==> config.mk <==
export PLATFORM = sky130hd
export DESIGN_NAME = sdio_dat_seq
export DESIGN_NICKNAME = d
export VERILOG_FILES = /design/src/rtl/sdio_dat_pkg.sv /design/src/rtl/sdio_dat_shift.sv /design/src/rtl/sdio_dat_seq.sv
export SDC_FILE = /design/constraint.sdc
export NUM_CORES = 1
export LEC_CHECK = 0
export BUFFER_PORTS_ARGS = -buffer_cell sky130_fd_sc_hd__buf_4
export CELL_PAD_IN_SITES_DETAIL_PLACEMENT = 0
export CELL_PAD_IN_SITES_GLOBAL_PLACEMENT = 1
export CORE_MARGIN = 2
export CORE_UTILIZATION = 40
export CTS_CLUSTER_DIAMETER = 120
export DETAILED_ROUTE_END_ITERATION = 7
export GPL_TIMING_DRIVEN = 0
export PLACE_DENSITY = 0.82
export RECOVER_POWER = 100
export SYNTH_ARGS = -nofsm -noshare
export SYNTH_HDL_FRONTEND = slang
export SYNTH_HIERARCHICAL = 1
export SYNTH_SLANG_ARGS = --single-unit
==> constraint.sdc <==
create_clock -name clk -period 6.95 [get_ports clk]
set_clock_uncertainty 0.1 [all_clocks]
set_input_delay 0.3475 -clock clk [delete_from_list [all_inputs] [get_ports clk]]
set_output_delay 0.3475 -clock clk [all_outputs]
set_load 0.03 [all_outputs]
==> src/rtl/sdio_dat_pkg.sv <==
// sdio_dat_pkg: shared types and constants for the SDIO 1-bit DAT sequencer.
// States, completion status codes and line-stage phase encodings.
package sdio_dat_pkg;

  typedef enum logic [3:0] {
    S_IDLE,
    S_TX_LOAD,
    S_TX_START,
    S_TX_DATA,
    S_TX_CRC,
    S_TX_END,
    S_RX_WAIT,
    S_RX_DATA,
    S_RX_CRC,
    S_RX_END
  } state_t;

  localparam logic [1:0] ST_OK  = 2'b00;
  localparam logic [1:0] ST_CRC = 2'b01;
  localparam logic [1:0] ST_END = 2'b10;
  localparam logic [1:0] ST_TMO = 2'b11;

  localparam logic [1:0] DAT_PH_LOW  = 2'b00;
  localparam logic [1:0] DAT_PH_HIGH = 2'b01;
  localparam logic [1:0] DAT_PH_DATA = 2'b10;
  localparam logic [1:0] DAT_PH_CRC  = 2'b11;

  function automatic logic is_rx(state_t s);
    return (s == S_RX_WAIT) || (s == S_RX_DATA) ||
           (s == S_RX_CRC)  || (s == S_RX_END);
  endfunction

endpackage

==> src/rtl/sdio_dat_shift.sv <==
// sdio_dat_shift: byte serializer (dibit out, MSB first) and
// deserializer (MSB-first capture) sharing one 3-bit bit counter.
module sdio_dat_shift
  import sdio_dat_pkg::*;
(
  input  logic       clk,
  input  logic       rst,
  input  logic       load,
  input  logic [7:0] load_byte,
  input  logic       tx_en,
  input  logic       rx_en,
  input  logic       din,
  output logic       last_bit,
  output logic       data_sel,
  output logic [1:0] xmit_data,
  output logic [7:0] rx_byte,
  output logic       rx_valid
);

  logic [7:0] sh;
  logic [7:0] cap;
  logic [2:0] bcnt;

  always_ff @(posedge clk or posedge rst) begin
    if (rst) begin
      sh       <= '0;
      cap      <= '0;
      bcnt     <= '0;
      rx_valid <= 1'b0;
    end else begin
      rx_valid <= 1'b0;
      if (tx_en || rx_en) bcnt <= bcnt + 3'd1;
      else                bcnt <= '0;
      // A load on the last bit of a byte takes priority over shifting.
      if (load)
        sh <= load_byte;
      else if (tx_en && bcnt[0])
        sh <= {sh[5:0], 2'b00};
      else if (rx_en)
        sh <= {sh[6:0], din};
      if (rx_en && last_bit) begin
        cap      <= {sh[6:0], din};
        rx_valid <= 1'b1;
      end
    end
  end

  assign last_bit  = (bcnt == 3'd7);
  assign data_sel  = tx_en & bcnt[0];
  assign xmit_data = tx_en ? sh[7:6] : 2'b00;
  assign rx_byte   = rx_valid ? cap : 8'h00;

endmodule

==> src/rtl/sdio_dat_seq.sv <==
// sdio_dat_seq: 1-bit SDIO data-block sequencer (TX/RX framing, CRC phases).
// Optional RX start-bit timeout: define SDIO_DAT_SEQ_RX_TIMEOUT_EN.
module sdio_dat_seq
  import sdio_dat_pkg::*;
#(
  parameter int BLK_LEN_W    = 10,
  parameter int RX_TIMEOUT_W = 16
) (
  input  logic                 clk,
  input  logic                 rst,
  input  logic                 tx_start,
  input  logic                 rx_start,
  input  logic                 abort,
  input  logic [BLK_LEN_W-1:0] block_len,
  input  logic [7:0]           tx_byte,
  input  logic                 tx_valid,
  output logic                 tx_ready,
  output logic [7:0]           rx_byte,
  output logic                 rx_valid,
  output logic                 busy,
  output logic                 done,
  output logic [1:0]           status,
  output logic                 oe,
  output logic                 data_sel,
  output logic                 crc_rst,
  output logic                 crc_check_en,
  output logic [1:0]           dat_phase,
  output logic [1:0]           xmit_data,
  input  logic [1:0]           rcv_data,
  input  logic                 crc_error
);

  localparam logic [BLK_LEN_W-1:0] ONE = BLK_LEN_W'(1);

  state_t               state, nxt;
  logic [BLK_LEN_W-1:0] byte_cnt;
  logic [3:0]           crc_cnt;
  logic                 crc_hold;
  logic                 fin;
  logic [1:0]           fin_st;
  logic                 load, tx_en, rx_en, last_bit;
  logic                 rcv_unused;

  assign rcv_unused = rcv_data[1];

`ifdef SDIO_DAT_SEQ_RX_TIMEOUT_EN
  localparam logic [RX_TIMEOUT_W-1:0] TMO_LAST =
    {{(RX_TIMEOUT_W-1){1'b1}}, 1'b0};
  logic [RX_TIMEOUT_W-1:0] tcnt;

  always_ff @(posedge clk or posedge rst) begin
    if (rst)                    tcnt <= '0;
    else if (state == S_RX_WAIT) tcnt <= tcnt + 1'b1;
    else                        tcnt <= '0;
  end
`else
  localparam int unused_tmo_w = RX_TIMEOUT_W;
`endif

  always_ff @(posedge clk or posedge rst) begin
    if (rst) begin
      state    <= S_IDLE;
      byte_cnt <= '0;
      crc_cnt  <= '0;
      crc_hold <= 1'b0;
      done     <= 1'b0;
      status   <= ST_OK;
    end else begin
      state    <= nxt;
      done     <= fin;
      crc_hold <= fin & is_rx(state);
      if (fin) status <= fin_st;
      if (state == S_IDLE)
        byte_cnt <= block_len;
      else if ((tx_en || rx_en) && last_bit)
        byte_cnt <= byte_cnt - ONE;
      if (state == S_TX_CRC || state == S_RX_CRC)
        crc_cnt <= crc_cnt + 4'd1;
      else
        crc_cnt <= '0;
    end
  end

  always_comb begin
    nxt       = state;
    fin       = 1'b0;
    fin_st    = ST_OK;
    tx_ready  = 1'b0;
    oe        = 1'b0;
    crc_rst   = 1'b0;
    dat_phase = DAT_PH_LOW;
    load      = 1'b0;
    tx_en     = 1'b0;
    rx_en     = 1'b0;
    unique case (state)
      S_IDLE: begin
        // The done cycle is still IDLE; a start there is dropped.
        if (!done && block_len != '0) begin
          if (tx_start)      nxt = S_TX_LOAD;
          else if (rx_start) nxt = S_RX_WAIT;
        end
      end
      S_TX_LOAD: begin
        crc_rst  = 1'b1;
        tx_ready = 1'b1;
        if (tx_valid) begin
          load = 1'b1;
          nxt  = S_TX_START;
        end
      end
      S_TX_START: begin
        oe  = 1'b1;
        nxt = S_TX_DATA;
      end
      S_TX_DATA: begin
        oe        = 1'b1;
        dat_phase = DAT_PH_DATA;
        tx_en     = 1'b1;
        if (last_bit) begin
          if (byte_cnt == ONE) begin
            nxt = S_TX_CRC;
          end else begin
            tx_ready = 1'b1;
            if (tx_valid) begin
              load = 1'b1;
            end else begin
              nxt    = S_IDLE;
              fin    = 1'b1;
              fin_st = ST_TMO;
            end
          end
        end
      end
      S_TX_CRC: begin
        oe        = 1'b1;
        dat_phase = DAT_PH_CRC;
        if (crc_cnt == 4'd15) nxt = S_TX_END;
      end
      S_TX_END: begin
        oe        = 1'b1;
        dat_phase = DAT_PH_HIGH;
        nxt       = S_IDLE;
        fin       = 1'b1;
      end
      S_RX_WAIT: begin
        crc_rst = 1'b1;
        if (!rcv_data[0]) begin
          nxt = S_RX_DATA;
        end
`ifdef SDIO_DAT_SEQ_RX_TIMEOUT_EN
        else if (tcnt == TMO_LAST) begin
          nxt    = S_IDLE;
          fin    = 1'b1;
          fin_st = ST_TMO;
        end
`endif
      end
      S_RX_DATA: begin
        dat_phase = DAT_PH_DATA;
        rx_en     = 1'b1;
        if (last_bit && byte_cnt == ONE) nxt = S_RX_CRC;
      end
      S_RX_CRC: begin
        dat_phase = DAT_PH_CRC;
        if (crc_cnt == 4'd15) nxt = S_RX_END;
      end
      S_RX_END: begin
        dat_phase = DAT_PH_HIGH;
        nxt       = S_IDLE;
        fin       = 1'b1;
        if (crc_error)         fin_st = ST_CRC;
        else if (!rcv_data[0]) fin_st = ST_END;
      end
      default: nxt = S_IDLE;
    endcase
    if (abort && state != S_IDLE) begin
      nxt    = S_IDLE;
      fin    = 1'b1;
      fin_st = ST_TMO;
      load   = 1'b0;
    end
  end

  assign busy         = (state != S_IDLE);
  assign crc_check_en = is_rx(state) | crc_hold;

  sdio_dat_shift u_shift (
    .clk       (clk),
    .rst       (rst),
    .load      (load),
    .load_byte (tx_byte),
    .tx_en     (tx_en),
    .rx_en     (rx_en),
    .din       (rcv_data[0]),
    .last_bit  (last_bit),
    .data_sel  (data_sel),
    .xmit_data (xmit_data),
    .rx_byte   (rx_byte),
    .rx_valid  (rx_valid)
  );

endmodule

* Word-level counts from Yosys, hierarchy flattened
Index checks and enable logic that the tools add are counted.
** Word-level totals
- Latch bits :: 0
- Memories kept :: 0
- RAM bits :: 0
- Bits in read-only memories :: 0
- Bits of input ports :: 27
- Flip-flop bits (word level) :: 42
** Operators by class
- Shifts and indexed selects :: 0
- $add $sub $neg :: 3
- Divide/modulo/power cells :: 0
- Magnitude comparators :: 0
- Eq/ne operators :: 21
- Bitwise gates (word level) :: 3
- Multiplexer cells :: 48
- Reduce and logical (&&, ||, !) cells :: 23
- Multiply operators :: 0
** Operator list (number)
- $mux W4 :: 13
- $mux W8 :: 4
- $pmux W4 S8 :: 1
- $mux W10 :: 2
- $eq A4 B3 Y1 const B :: 4
- $mux W1 :: 15
- $mux W2 :: 7
- $eq A4 B4 Y1 const B :: 3
- $ne A3 B1 Y1 const B :: 4
- $eq A10 B1 Y1 const B :: 1
- $reduce_bool A10 Y1 :: 1
- $sub A10 B1 Y10 const B :: 1
- $reduce_and A9 Y1 :: 1
- $eq A4 B2 Y1 const B :: 2
- $reduce_or A2 Y1 :: 4
- $logic_and A1 B1 Y1 :: 6
- $ne A3 B3 Y1 const B :: 2
- $pmux W1 S2 :: 3
- $pmux W2 S3 :: 1
- $logic_or A1 B1 Y1 :: 5
- $add A4 B1 Y4 const B :: 1
- $eq A4 B1 Y1 const B :: 1
- $logic_not A4 Y1 :: 1
- $ne A4 B3 Y1 const B :: 1
- 13 further kinds :: 14

* Depth between registers and ports, before layout
- Depth after elaboration :: 6
- Gate-level depth with buffers :: 9
- Gate-level depth less buffers :: 8

* Modules after synthesis
Netlist, hierarchy kept.
** By module, submodules not included
- sdio_dat_seq :: instances 1, sequential area each 550.5 µm², area an instance 1546.5 µm², cells each 179
- sdio_dat_shift :: instances 1, sequential area each 500.5 µm², area an instance 1007.2 µm², cells each 80

* Worst setup path after synthesis
Ideal clock, no wire load.
- Path type :: register -> register
- Start :: register u_shift.bcnt[0]
- End :: register u_shift.sh[2]
- Data arrival time :: 2.226 ns
- Path slack :: 4.520 ns
- Library setup time :: 0.104 ns
- Cell stages (with the launch flop) :: 9
- Clock period less this slack :: 2.430 ns
- Cells stage by stage :: dfrtp_1 -> ha_1 -> ha_1 -> nand4b_1 -> o22a_1 -> nor3_1 -> buf_4 -> nor4bb_1 -> a221oi_1
** Between the ends
- Word-level cells in the longest chain between the ends :: 5
** Ends and longest elaborated chain
- start: declaration :: RTL line sdio_dat_shift.sv:22 : logic [2:0] bcnt;
- start signal: assignment :: RTL line sdio_dat_shift.sv:32 : if (tx_en || rx_en) bcnt <= bcnt + 3'd1;
- $eq A3 B3 Y1 (*) :: RTL line sdio_dat_shift.sv:48 : assign last_bit = (bcnt == 3'd7);
- named net last_bit :: RTL line sdio_dat_seq.sv:41 : logic load, tx_en, rx_en, last_bit;
- $mux W1 (*) :: RTL line sdio_dat_seq.sv:119 : if (last_bit) begin
- $pmux W1 S2 (*) :: RTL line sdio_dat_seq.sv:95 : unique case (state)
- $mux W1 (*) :: RTL line sdio_dat_seq.sv:176 : if (abort && state != S_IDLE) begin
- named net load :: RTL line sdio_dat_seq.sv:41
- $reduce_bool A3 Y1 (no line) / $mux W8 (equally long branches)
- end signal: assignment :: RTL line sdio_dat_shift.sv:36 : sh <= load_byte;
- end signal: assignment :: RTL line sdio_dat_shift.sv:38 : sh <= {sh[5:0], 2'b00};
- end signal: assignment :: RTL line sdio_dat_shift.sv:40 : sh <= {sh[6:0], din};
- end: declaration :: RTL line sdio_dat_shift.sv:20 : logic [7:0] sh;
Mark *: on every way through the listed nets, which the timed path passes. The rest lies on a longest branch.
A chain may end at the register's enable or synchronous reset.

* Final worst setup path
- Start :: register u_shift.bcnt[0]
- End :: register u_shift.sh[7]
The elaborated chain is that of the path after synthesis.

==> metrics <==
#FFs+latches synth 42; Final min period 2.97 ns; slowest stage cell, crit path nor3_1; final setup violating endpoints 0; Leakage 1.31 nW; Syn. warnings 6; Ports a little under 50; area delta synth->final 16.6%; Pins Over Slew Limit 0; H-tree levels 2; post-cts resize count 0; run status finished clean; final WL 5730 um; total power 1.01 mW; measured slew at the worst slew-check pin about 0.9 ns; Hold Path Class in -> async; CORE AREA 6280 um2; Final Cycle Share 0.427; Final Hold Fails 0; CP Capture Type flip-flop; routability cong. 0.802; number of synthesized flops with an enable pin 0; Routed Antenna Nets 0; pwr dens approximately 340 nW/um2; Ant. Diodes 0; Worst EP arrival 3.07 ns; fraction of registers with async set/reset 1.00; worst skew pair latency 0.30 ns; Seq/Total Area, Yosys 0.412; vias post-DR roughly 2100; Worst path most repeated cell ha_1; total CTS buffers 5; CTS root buffer clkbuf_8; wire per inst 14.7 um; Setup crit start kind flip-flop; clock power share 0.166; Pint 0.574 mW; Top Usage Layer GRT met2; Mapped Cells 259; met1 Track Usage GR 0.245; global-route wire length before repair 9930 um; relative slew slack 0.410; Worst-path clk slew 0.09 ns; Initial Util 0.407; initial DRC count 86; Post CTS Setup Buffer Count 0; Die Width about 84 um; initial antenna violation count 0; die height roughly 84 um; fillers 620; CTS tree yes; count of different cell masters after synthesis 61; Total GRT Usage 0.173; sequential power share 0.373; Critical Path Fanout Max 10; clock sink count 42; syn nets 291; WS Path Type reg -> reg; Residual DRC 0; # hold bufs at CTS 0; Final Util 0.474; largest net degree at the start of global routing 23; switching share of power 0.433; worst vdd ir 196 uV; DR vias/cell 5.31; max frequency 337 MHz; Comb power frac 0.461; IO Port Bufs 46; Max Buffers Root-to-Sink 2; placed cell count 382; number of global-route vias before repair 2026; Overflow after GRT 0; hpwl dp 4250 um; RSZ-0062 raised after global routing no; TNS Setup 0 ns; worst path cell trace ha_1 > ha_1 > nand4b_1 > o22a_1 > nor3_1 > a21oi_1 > a221oi_1; Psw 0.438 mW; M2 GR Usage 0.268; Final Non-Filler Cells 390; Post-Syn Area 2550 um2; DIE AREA 7040 um2; CP max stage delay 0.55 ns; top_reg_cell synth dfrtp_1; Req. time, crit path between 7 and 8 ns; Top delay family on crit path compound AO/OA/AOI/OAI gates; share of layout cells above drive strength 1 0.214; max-cap violations 0; Final nets 344; met3 usage 0.0307; Crit path buffers/inverters 0; drt pass-1 iters 4; Site Rows 29; syn_area_per_cell 9.86 um2
## routing by layer
layer,up-vias,share of wire
met5,-,0
met4,0,0.011
met3,4,0.040
met2,48,0.47
met1,980,0.48
li1,1039,-
## stage by stage
stage	instance area (um2)	worst slack, ns	hold slack, ns
after floorplan	2550	4.52	0.211
after global placement	3000	3.93	0.350
after detailed placement	3000	3.94	0.360
after CTS	3090	3.93	0.101
after global routing	2980	3.75	0.139
final	2980	3.98	0.0881
## layout by cell type, fill, tap and decap left out, types with 3 or more instances in the layout
master    instances
and2_0           10
nand2_1          20
buf_4            35
nor4bb_1          5
o21ai_0           9
dfrtp_1          42
nor4_1            3
or3_1             3
a221oi_1          5
nand2b_1          9
nor2_1           25
ha_1              5
clkbuf_8          5
xnor2_1           3
o211ai_1          7
clkbuf_1         23
o311ai_0          3
mux2i_1           7
mux2_4            3
inv_1            14
nor2b_1           3
mux2_2            8
and2_1            3
a21oi_1          11
nor3_1            9
## flip-flops by register name, summed over array words and instances (netlist names)
name              cells
byte_cnt             10
crc_cnt               4
crc_hold              1
done                  1
state                 4
status                2
u_shift/bcnt          3
u_shift/cap           8
u_shift/rx_valid      1
u_shift/sh            8
## cells in the mapped netlist (3+ instances only)
cell	instances	area, um2
nor3_1	8	40.0
mux2_2	8	90.1
ha_1	5	62.6
clkbuf_1	7	26.3
mux2i_1	7	70.1
nand2b_1	9	56.3
and2_1	13	81.3
nor4bb_1	5	50.1
mux2_4	3	45.0
buf_6	3	33.8
a21oi_1	10	50.1
inv_1	14	52.6
a221oi_1	5	43.8
xnor2_1	3	26.3
o311ai_0	3	26.3
nor2b_1	3	18.8
nor2_1	25	93.8
o211ai_1	7	52.6
dfrtp_1	42	1050
nand2_1	19	71.3
o21ai_0	9	45.0
## layout make-up
cell class                      count  area, um2  area share
Clock buffer                        5       68.8      0.0231
Multi-Input combinational cell    187       1310       0.438
Buffer                             15       75.1      0.0252
Tap cell                           77       96.3      0.0324
Sequential cell                    42       1050       0.353
Inverter                           15       56.3      0.0189
Timing Repair Buffer               46        300       0.101
Clock inverter                      3       23.8     0.00799
## worst reg2reg max path: cells and delay by family, from the launching register on
family	cells	cell delay, ns
AOI/OAI and AO/OA	3	0.94
adders and majority gates	2	0.47
DFF	1	0.50
and+or+nand+nor	2	0.87
## final timing paths
path                                 startpoint             end  slack [ns]  depth (start not counted)
worst max-delay path            u_shift/bcnt[0]   u_shift/sh[7]        3.98                          7
worst min-delay path                        rst  u_shift/cap[1]        0.09                          2
worst max register to register  u_shift/bcnt[0]   u_shift/sh[7]        3.98                          7
worst min register to register       crc_cnt[0]      crc_cnt[0]        0.38                          1
max in group asynchronous                   rst      crc_cnt[2]        6.06                          2
min in group clk                   block_len[2]     byte_cnt[2]        0.16                          3
## power by group through the flow
stage	Clock, mW	Combinational, mW	Sequential (mW)
after detailed placement	0	0.501	0.383
after global routing	0.183	0.523	0.390
after floorplan	0	0.369	0.374
after global placement	0	0.499	0.381
final	0.168	0.466	0.378
after CTS	0.170	0.505	0.378
## logic make-up (layout without fill, tap and decap cells)
group	count (synthesis)	after routing	synth area share
xor gates and xnor gates	4	4	0.0137
adders and majority gates	5	5	0.0245
AOI/OAI and AO/OA	54	54	0.166
and+or+nand+nor	106	106	0.242
buffers and inverters	30	84	0.0617
muxes	18	18	0.0804
DFF	42	42	0.412
Note: power is estimated with default switching activity, not from simulation.
